<file path="src/rtl/logic_op_arbiter_if.sv">
// Request/response bundle for logic_op_arbiter: two valid/ready requesters and one tagged response channel.
// master = requester/consumer side, slave = arbiter side.
interface logic_op_arbiter_if #(
    parameter int WIDTH = 8,
    parameter int OPW   = 3
);
    logic             req0_valid;
    logic             req0_ready;
    logic [OPW-1:0]   req0_op;
    logic [WIDTH-1:0] req0_a;
    logic [WIDTH-1:0] req0_b;

    logic             req1_valid;
    logic             req1_ready;
    logic [OPW-1:0]   req1_op;
    logic [WIDTH-1:0] req1_a;
    logic [WIDTH-1:0] req1_b;

    logic             rsp_valid;
    logic             rsp_ready;
    logic [WIDTH-1:0] rsp_data;
    logic             rsp_id;
    logic             busy;

    modport master (
        output req0_valid, req0_op, req0_a, req0_b,
        output req1_valid, req1_op, req1_a, req1_b,
        output rsp_ready,
        input  req0_ready, req1_ready, rsp_valid, rsp_data, rsp_id, busy
    );

    modport slave (
        input  req0_valid, req0_op, req0_a, req0_b,
        input  req1_valid, req1_op, req1_a, req1_b,
        input  rsp_ready,
        output req0_ready, req1_ready, rsp_valid, rsp_data, rsp_id, busy
    );
endinterface

</file>
<file path="src/rtl/logic_op_arbiter.sv">
// Two-requester arbiter in front of one shared bitwise logic unit; IDLE -> EXEC -> RESP per op.
// Define LOGIC_ARB_FIXED_PRIO_EN for fixed priority (req0 wins ties); default is round-robin.
module logic_op_arbiter #(
    parameter int WIDTH = 8,
    parameter int OPW   = 3
) (
    input logic               clk,
    input logic               rst_n,
    logic_op_arbiter_if.slave bus
);

    typedef enum logic [1:0] {
        IDLE = 2'd0,
        EXEC = 2'd1,
        RESP = 2'd2
    } state_t;

    state_t           state_q, state_d;
    logic [OPW-1:0]   op_q, op_d;
    logic [WIDTH-1:0] a_q, a_d;
    logic [WIDTH-1:0] b_q, b_d;
    logic             id_q, id_d;
    logic [WIDTH-1:0] data_q, data_d;
    logic             grant0, grant1;
`ifndef LOGIC_ARB_FIXED_PRIO_EN
    logic             rr_last_q, rr_last_d;
`endif

    function automatic logic [WIDTH-1:0] logic_fn(input logic [OPW-1:0] op,
                                                  input logic [WIDTH-1:0] a,
                                                  input logic [WIDTH-1:0] b);
        logic [WIDTH-1:0] r;
        unique case (op)
            3'b000:  r = a & b;
            3'b001:  r = a | b;
            3'b010:  r = ~(a & b);
            3'b011:  r = ~(a | b);
            3'b100:  r = a ^ b;
            3'b101:  r = ~(a ^ b);
            3'b110:  r = ~a;
            default: r = a;
        endcase
        return r;
    endfunction

    // Grants exist only in IDLE, which is what masks both requesters while busy.
    always_comb begin
        // NOTE: every combinational output gets a default first so no path leaves it unassigned (no latch).
        grant0 = 1'b0;
        grant1 = 1'b0;
        if (state_q == IDLE) begin
`ifdef LOGIC_ARB_FIXED_PRIO_EN
            grant0 = bus.req0_valid;
            grant1 = bus.req1_valid && !bus.req0_valid;
`else
            if (bus.req0_valid && bus.req1_valid) begin
                grant0 = rr_last_q;
                grant1 = !rr_last_q;
            end else begin
                grant0 = bus.req0_valid;
                grant1 = bus.req1_valid;
            end
`endif
        end
    end

    always_comb begin
        state_d   = state_q;
        op_d      = op_q;
        a_d       = a_q;
        b_d       = b_q;
        id_d      = id_q;
        data_d    = data_q;
`ifndef LOGIC_ARB_FIXED_PRIO_EN
        rr_last_d = rr_last_q;
`endif
        unique case (state_q)
            IDLE: begin
                if (grant0 || grant1) begin
                    op_d    = grant1 ? bus.req1_op : bus.req0_op;
                    a_d     = grant1 ? bus.req1_a  : bus.req0_a;
                    b_d     = grant1 ? bus.req1_b  : bus.req0_b;
                    id_d    = grant1;
`ifndef LOGIC_ARB_FIXED_PRIO_EN
                    rr_last_d = grant1;
`endif
                    state_d = EXEC;
                end
            end
            EXEC: begin
                data_d  = logic_fn(op_q, a_q, b_q);
                state_d = RESP;
            end
            RESP: begin
                if (bus.rsp_ready) state_d = IDLE;
            end
            default: state_d = IDLE;
        endcase
    end

    // Ready is gated by rst_n so it reads 0 for the whole reset interval, not just after the next edge.
    always_comb begin
        bus.req0_ready = rst_n && grant0;
        bus.req1_ready = rst_n && grant1;
        bus.rsp_valid  = (state_q == RESP);
        bus.busy       = (state_q != IDLE);
        bus.rsp_data   = data_q;
        bus.rsp_id     = id_q;
    end

    always_ff @(posedge clk or negedge rst_n) begin
        if (!rst_n) begin
            // NOTE: the operand and result registers are reset too, so rsp_data/rsp_id read 0 out of reset.
            state_q   <= IDLE;
            op_q      <= '0;
            a_q       <= '0;
            b_q       <= '0;
            id_q      <= 1'b0;
            data_q    <= '0;
`ifndef LOGIC_ARB_FIXED_PRIO_EN
            rr_last_q <= 1'b1;
`endif
        end else begin
            // NOTE: non-blocking assignments so every flop samples the pre-edge value of its neighbours.
            state_q   <= state_d;
            op_q      <= op_d;
            a_q       <= a_d;
            b_q       <= b_d;
            id_q      <= id_d;
            data_q    <= data_d;
`ifndef LOGIC_ARB_FIXED_PRIO_EN
            rr_last_q <= rr_last_d;
`endif
        end
    end

endmodule

</file>
<file path="src/flat_wrapper.sv">
// flat-port wrapper written by rule: the top's interface ports become plain ports
module logic_op_arbiter_flat 
#(
    parameter int WIDTH = 8,
    parameter int OPW   = 3
)
  (clk, rst_n, bus_req0_valid, bus_req0_op, bus_req0_a, bus_req0_b, bus_req1_valid, bus_req1_op, bus_req1_a, bus_req1_b, bus_rsp_ready, bus_req0_ready, bus_req1_ready, bus_rsp_valid, bus_rsp_data, bus_rsp_id, bus_busy);
  logic_op_arbiter_if #(.WIDTH(WIDTH), .OPW(OPW)) bus_i ();
  input logic clk;
  input logic rst_n;
  input wire logic [$bits(bus_i.req0_valid)-1:0] bus_req0_valid;
  input wire logic [$bits(bus_i.req0_op)-1:0] bus_req0_op;
  input wire logic [$bits(bus_i.req0_a)-1:0] bus_req0_a;
  input wire logic [$bits(bus_i.req0_b)-1:0] bus_req0_b;
  input wire logic [$bits(bus_i.req1_valid)-1:0] bus_req1_valid;
  input wire logic [$bits(bus_i.req1_op)-1:0] bus_req1_op;
  input wire logic [$bits(bus_i.req1_a)-1:0] bus_req1_a;
  input wire logic [$bits(bus_i.req1_b)-1:0] bus_req1_b;
  input wire logic [$bits(bus_i.rsp_ready)-1:0] bus_rsp_ready;
  output wire logic [$bits(bus_i.req0_ready)-1:0] bus_req0_ready;
  output wire logic [$bits(bus_i.req1_ready)-1:0] bus_req1_ready;
  output wire logic [$bits(bus_i.rsp_valid)-1:0] bus_rsp_valid;
  output wire logic [$bits(bus_i.rsp_data)-1:0] bus_rsp_data;
  output wire logic [$bits(bus_i.rsp_id)-1:0] bus_rsp_id;
  output wire logic [$bits(bus_i.busy)-1:0] bus_busy;
  assign bus_i.req0_valid = bus_req0_valid;
  assign bus_i.req0_op = bus_req0_op;
  assign bus_i.req0_a = bus_req0_a;
  assign bus_i.req0_b = bus_req0_b;
  assign bus_i.req1_valid = bus_req1_valid;
  assign bus_i.req1_op = bus_req1_op;
  assign bus_i.req1_a = bus_req1_a;
  assign bus_i.req1_b = bus_req1_b;
  assign bus_i.rsp_ready = bus_rsp_ready;
  assign bus_req0_ready = bus_i.req0_ready;
  assign bus_req1_ready = bus_i.req1_ready;
  assign bus_rsp_valid = bus_i.rsp_valid;
  assign bus_rsp_data = bus_i.rsp_data;
  assign bus_rsp_id = bus_i.rsp_id;
  assign bus_busy = bus_i.busy;
  logic_op_arbiter #(.WIDTH(WIDTH), .OPW(OPW)) u_core (.clk(clk), .rst_n(rst_n), .bus(bus_i));
endmodule
</file>
<file path="config.mk">
export PLATFORM = sky130hd
export DESIGN_NAME = logic_op_arbiter_flat
export DESIGN_NICKNAME = d
export VERILOG_FILES = /design/src/rtl/logic_op_arbiter_if.sv /design/src/rtl/logic_op_arbiter.sv /design/src/flat_wrapper.sv
export SDC_FILE = /design/constraint.sdc
export NUM_CORES = 1
export LEC_CHECK = 0
export ABC_CLOCK_PERIOD_IN_PS = 3700
export CELL_PAD_IN_SITES_DETAIL_PLACEMENT = 1
export CELL_PAD_IN_SITES_GLOBAL_PLACEMENT = 2
export CORE_UTILIZATION = 31
export DETAILED_ROUTE_END_ITERATION = 12
export PLACE_DENSITY = 0.92
export SLEW_MARGIN = 10
export SYNTH_ARGS = -nofsm -noshare
export SYNTH_HDL_FRONTEND = slang
export SYNTH_SLANG_ARGS = --single-unit
</file>
<file path="constraint.sdc">
create_clock -name clk -period 3.7 [get_ports clk]
set_clock_uncertainty 0.05 [all_clocks]
set_input_delay 0.555 -clock clk [delete_from_list [all_inputs] [get_ports clk]]
set_output_delay 0.555 -clock clk [all_outputs]
set_load 0.05 [all_outputs]
</file>
* Word-level counts from Yosys, hierarchy flattened
Index checks and enable logic that the tools add are counted.
** Word-level totals
- Register bits :: 31
- Bits of input ports :: 43
- Output and inout bits :: 13
- Word-level logic and storage cells :: 45
** Operators by class
- Eq/ne operators :: 10
- Multiplexer cells :: 11
- Bitwise gates (word level) :: 7
- Reduce and logical (&&, ||, !) cells :: 10
** Operators by type and width (count)
- 8-bit case mux with 7 select lines :: 1
- 8-bit inverter :: 4
- 8-bit two-way mux :: 2
- 3-bit == test (second input constant) :: 3
- 8-bit bitwise AND :: 1
- 8-bit OR :: 1
- 8-bit XOR :: 1
- 3-bit by 2-bit == test with 1-bit output (second input constant) :: 2
- 2-bit case mux with 3 select lines :: 1
- 1-bit two-way mux :: 4
- 2-bit two-way mux :: 2
- 2-bit != test (second input constant) :: 2
- 2-bit AND reduction :: 2
- 3-bit by 1-bit == test with 1-bit output (second input constant) :: 1
- 1-bit logical AND :: 3
- 3-bit logical NOT :: 1
- 3-bit two-way mux :: 1
- 2-bit by 1-bit == test with 1-bit output (second input constant) :: 1
- 2-bit == test (second input constant) :: 1
- 2-bit logical NOT :: 1
- 2-bit nonzero test :: 1
- 1-bit logical NOT :: 1
- 1-bit logical OR :: 1

* Logic depth before layout (Yosys ltp)
- Depth in word-level cells :: 6
- Mapped depth :: 6
- Mapped depth without buffers :: 6

* Worst setup path after synthesis
No wires, ideal clock.
- Kind :: input to output
- From :: input bus_req0_valid
- To :: output bus_req1_ready
- Arrival :: 1.589 ns
- Required time :: 3.095 ns
- Path slack :: 1.506 ns
- Cell stages on the path :: 4
- Path buffers :: 1
- Cell sequence :: nand2_1 nand3_2 buf_4 nor2_1
** Between the ends
- Longest elaborated chain between the ends :: 4
** RTL lines
- from (decl) :: RTL line flat_wrapper.sv:11 : input wire logic [$bits(bus_i.req0_valid)-1:0] bus_req0_valid;
- 1-bit logical AND :: RTL line logic_op_arbiter.sv:56 : if (bus.req0_valid && bus.req1_valid) begin
- 1-bit two-way mux :: RTL line logic_op_arbiter.sv:56
- 1-bit two-way mux :: RTL line logic_op_arbiter.sv:51 : if (state_q == IDLE) begin
- 1-bit logical AND :: RTL line logic_op_arbiter.sv:104 : bus.req1_ready = rst_n && grant1;
- to (decl) :: RTL line flat_wrapper.sv:21 : output wire logic [$bits(bus_i.req1_ready)-1:0] bus_req1_ready;
No other way between the ends.

* Worst setup path in the final report
- From :: register u_core.state_q[1]
- To :: output bus_busy
** Between the ends
- Longest elaborated chain between the ends :: 1
** RTL lines
- from (decl) :: RTL line logic_op_arbiter.sv:18 : state_t state_q, state_d;
- from (signal assigned) :: RTL line logic_op_arbiter.sv:125 : state_q <= state_d;
- 2-bit nonzero test :: RTL line logic_op_arbiter.sv:106 : bus.busy = (state_q != IDLE);
- to (decl) :: RTL line flat_wrapper.sv:25 : output wire logic [$bits(bus_i.busy)-1:0] bus_busy;
No other way between the ends.

==> results.cfg <==
[run_status]
status = completed

[floorplanning]
start_util = 0.327
fp.dieW_um = 84.7
dieHeight_um = 84.7
dieArea_mm2 = 0.00718
core_area_mm2 = 0.00649
ios = 56
fp-row-count = 29

[place]
placed_area_mm2 = 0.00271
port_buffers = 55
gp_congestion = 0.752
dp_cells = 353
hpwl_mm = 3.72

[clocking]
htree_num_levels = 2
cts.path.max_buffers = 2
clock_latency_ps = 290
cts.sinks = 31
cts-root-buf = clkbuf_8
clkTransAtPathRegs_ps = 70
cts_tree = done
cts-resized-gates = 0
holdBufCountCts = 0
cts_setup_buffers = 0
numCtsBuffers = 5

[power_and_ir_drop]
seq_power_share = 0.310
combinationalPowerShare = 0.580
p_switching_uw = 1170
swShare = 0.480
peakVddDrop_mv = 0.294
clock_power_share = 0.110
power-per-cell-area_mw_per_mm2 = 874
power_leakage_uw = 0.00133
internal-power_uw = 1270

[detailed_routing]
vias = 1729
drtIter0Drc = 58
wirelength_mm = 4.85
drc = 0
antenna_left = 0
vias_per_cell = 4.79
drtPass1Iterations = 6
routedWlPerCell_um = 13.4

[sta]
maxSlewHeadroom = 0.241
tns_ps = 0
post-route-period-util = 0.632
rsz0062_at_grt = no
clock.fmax_ghz = 0.427
setup_violations = 0
fin_crit_ps = 2340
tightest_slew_ps = 1140
final_hold_viol_count = 0
report.final.slew_viol_count = 0

[yosys]
synth_top_family_by_area = compound AO/OA/AOI/OAI gates
synth-compound-area-share = 0.165
syn_area_per_cell_um2 = 9.15
synthArstFlopShare = 1.00
yosys.area_share.xor_xnor = 0.0578
synth_cell_types = 39
ys.flop_type = dfrtp_1
ys_ff_latch = 31
synth_mux_area_frac = 0.0943
syn_area_mm2 = 0.00212
ys_warn_count = 0
synth_fa_ha_area_frac = 0.0943
synth_edf_count = 0
syn_inst = 232
synth_nets = 291
synth-simple-area-share = 0.137
synth_seq_area_share = 0.366

[worst_setup_path]
cp.arrival_ps = 1730
cp-end-kind = output port
crit_path_max_fanout = 4
setup.worst_path.class = register to output port
timing.rr.start = u_core.op_q[1]$_DFFE_PN0P_
crit_required_ps = 3090
start_kind = register
crit_start = u_core.state_q[1]$_DFFE_PN0P_

[grt]
track_usage = 0.149
grt_pass1_wl_mm = 8.50
grt_overflow_total = 0
antenna_found_initial = 0
grt_max_degree = 41
first_global_vias = 1773

[cells_and_area]
area_growth_pct = 32.0
stdcell_count = 361
fin_area_mm2 = 0.00280
n_antenna_cell = 0
fill_cells = 765
drive_gt1_frac = 0.0775
final_nets = 342

[hold_path]
hold_class = register to register
hold_start = u_core.bus.rsp_data[0]$_DFFE_PN0N_

[job]
drv_cap = 0
==> worst paths after layout <==
check	to	slack (ps)	depth (start not counted)
worst min register to register	u_core.bus.rsp_data[0]$_DFFE_PN0N_	440	2
worst max-delay path	bus_busy	1360	3
min in group asynchronous	u_core.bus.rsp_data[2]$_DFFE_PN0N_	790	2
max in group asynchronous	u_core.rr_last_q$_DFFE_PN1P_	2470	2
worst min-delay path	u_core.bus.rsp_data[0]$_DFFE_PN0N_	440	2
worst max register to register	u_core.bus.rsp_data[1]$_DFFE_PN0N_	1520	4
==> per-stage QoR <==
stage / hold WS, ps / setup slack, ps / total power, µW / util
floorplan: 209 / 1510 / 1840 / -
global route: 466 / 1280 / 2670 / 0.431
CTS: 450 / 1340 / 2490 / 0.431
global placement: 420 / 1410 / 2130 / 0.417
finish: 443 / 1360 / 2450 / 0.431
detailed placement: 434 / 1420 / 2200 / 0.417
==> cell type report <==
cell class | count | area (µm²) | area share
clock buffer | 5 | 68.8 | 0.0246
multi-input combinational | 166 | 1170 | 0.416
clock inverter | 3 | 20.0 | 0.00715
tap | 77 | 96.3 | 0.0344
sequential | 31 | 777 | 0.277
inverter | 21 | 78.8 | 0.0282
timing repair buffer | 58 | 593 | 0.212
==> registers in the layout, indices dropped and copies added (netlist names) <==
signal,count
u_core.bus.rsp_id,1
u_core.bus.rsp_data,8
u_core.op_q,3
u_core.b_q,8
u_core.a_q,8
u_core.state_q,2
u_core.rr_last_q,1
==> per-layer routing <==
metal | track usage | share of wire | vias up
li1 | - | - | 884
met1 | 0.202 | 0.49 | 800
met2 | 0.239 | 0.46 | 40
met3 | 0.0393 | 0.045 | 5
met4 | 0.0339 | 0.0089 | 0
met5 | 0 | 0 | -
==> placed cells by master (no fill, tap or decap), types with 2 or more instances in the layout <==
cell type,synthesis,routed
clkdlybuf4s50_1,0,53
nor2b_1,5,5
nand2_1,32,32
ha_1,16,16
o211ai_1,2,2
a21o_1,4,4
o21ai_0,26,26
buf_4,3,3
nand3_2,2,2
o22ai_1,2,2
o221ai_1,3,3
xor2_1,3,3
nand2b_1,3,3
nand3b_1,2,2
and2b_1,2,2
a221oi_1,2,2
mux2i_1,20,20
nor2_1,9,9
clkinvlp_4,0,2
o21ai_1,3,2
dfrtp_1,30,30
nor3_1,2,2
a21oi_1,6,6
inv_1,21,21
buf_12,0,2
clkbuf_8,0,5
xnor2_1,11,11
==> kinds of logic (layout without fill, tap and decap cells) <==
logic type	after synthesis	in the layout
XOR/XNOR	14	14
multiplexers	20	20
buffers and inverters	35	87
AO/OA/AOI/OAI	55	55
adder cells (fa/ha/maj)	16	16
AND/OR/NAND/NOR	61	61
flip-flops	31	31
==> synth_stat cells (2+ instances only) <==
cell      instances  area, µm²
o21ai_0          26        130
ha_1             16        200
inv_1            21       78.8
a21o_1            4       30.0
buf_6             3       33.8
and2b_1           2       15.0
dfrtp_1          30        751
o21ai_1           3       15.0
nor3_1            2       10.0
a21oi_1           6       30.0
nand2_1          32        120
nand2b_1          3       18.8
nor2b_1           5       31.3
o221ai_1          3       26.3
o22ai_1           2       12.5
nand3_2           2       20.0
a221oi_1          2       17.5
clkbuf_1          2       7.51
o211ai_1          2       15.0
xor2_1            3       26.3
mux2i_1          20        200
buf_4             3       22.5
nor2_1            9       33.8
buf_2             5       25.0
xnor2_1          11       96.3
nand3b_1          2       15.0
==> power groups by stage <==
stage / clock [µW] / combinational [µW] / sequential (µW)
6_report: 270 / 1420 / 757
5_1_grt: 293 / 1580 / 796
4_1_cts: 276 / 1450 / 764
3_5_place_dp: 0 / 1430 / 767
3_3_place_gp: 0 / 1380 / 753
2_1_floorplan: 0 / 1060 / 780
==> critical path, stage by stage (launching register included) <==
cell and delay, ps:
dfrtp_1 420, nor2_2 260, inv_1 70, clkdlybuf4s50_1 700
Note: power is estimated with default switching activity, not from simulation.
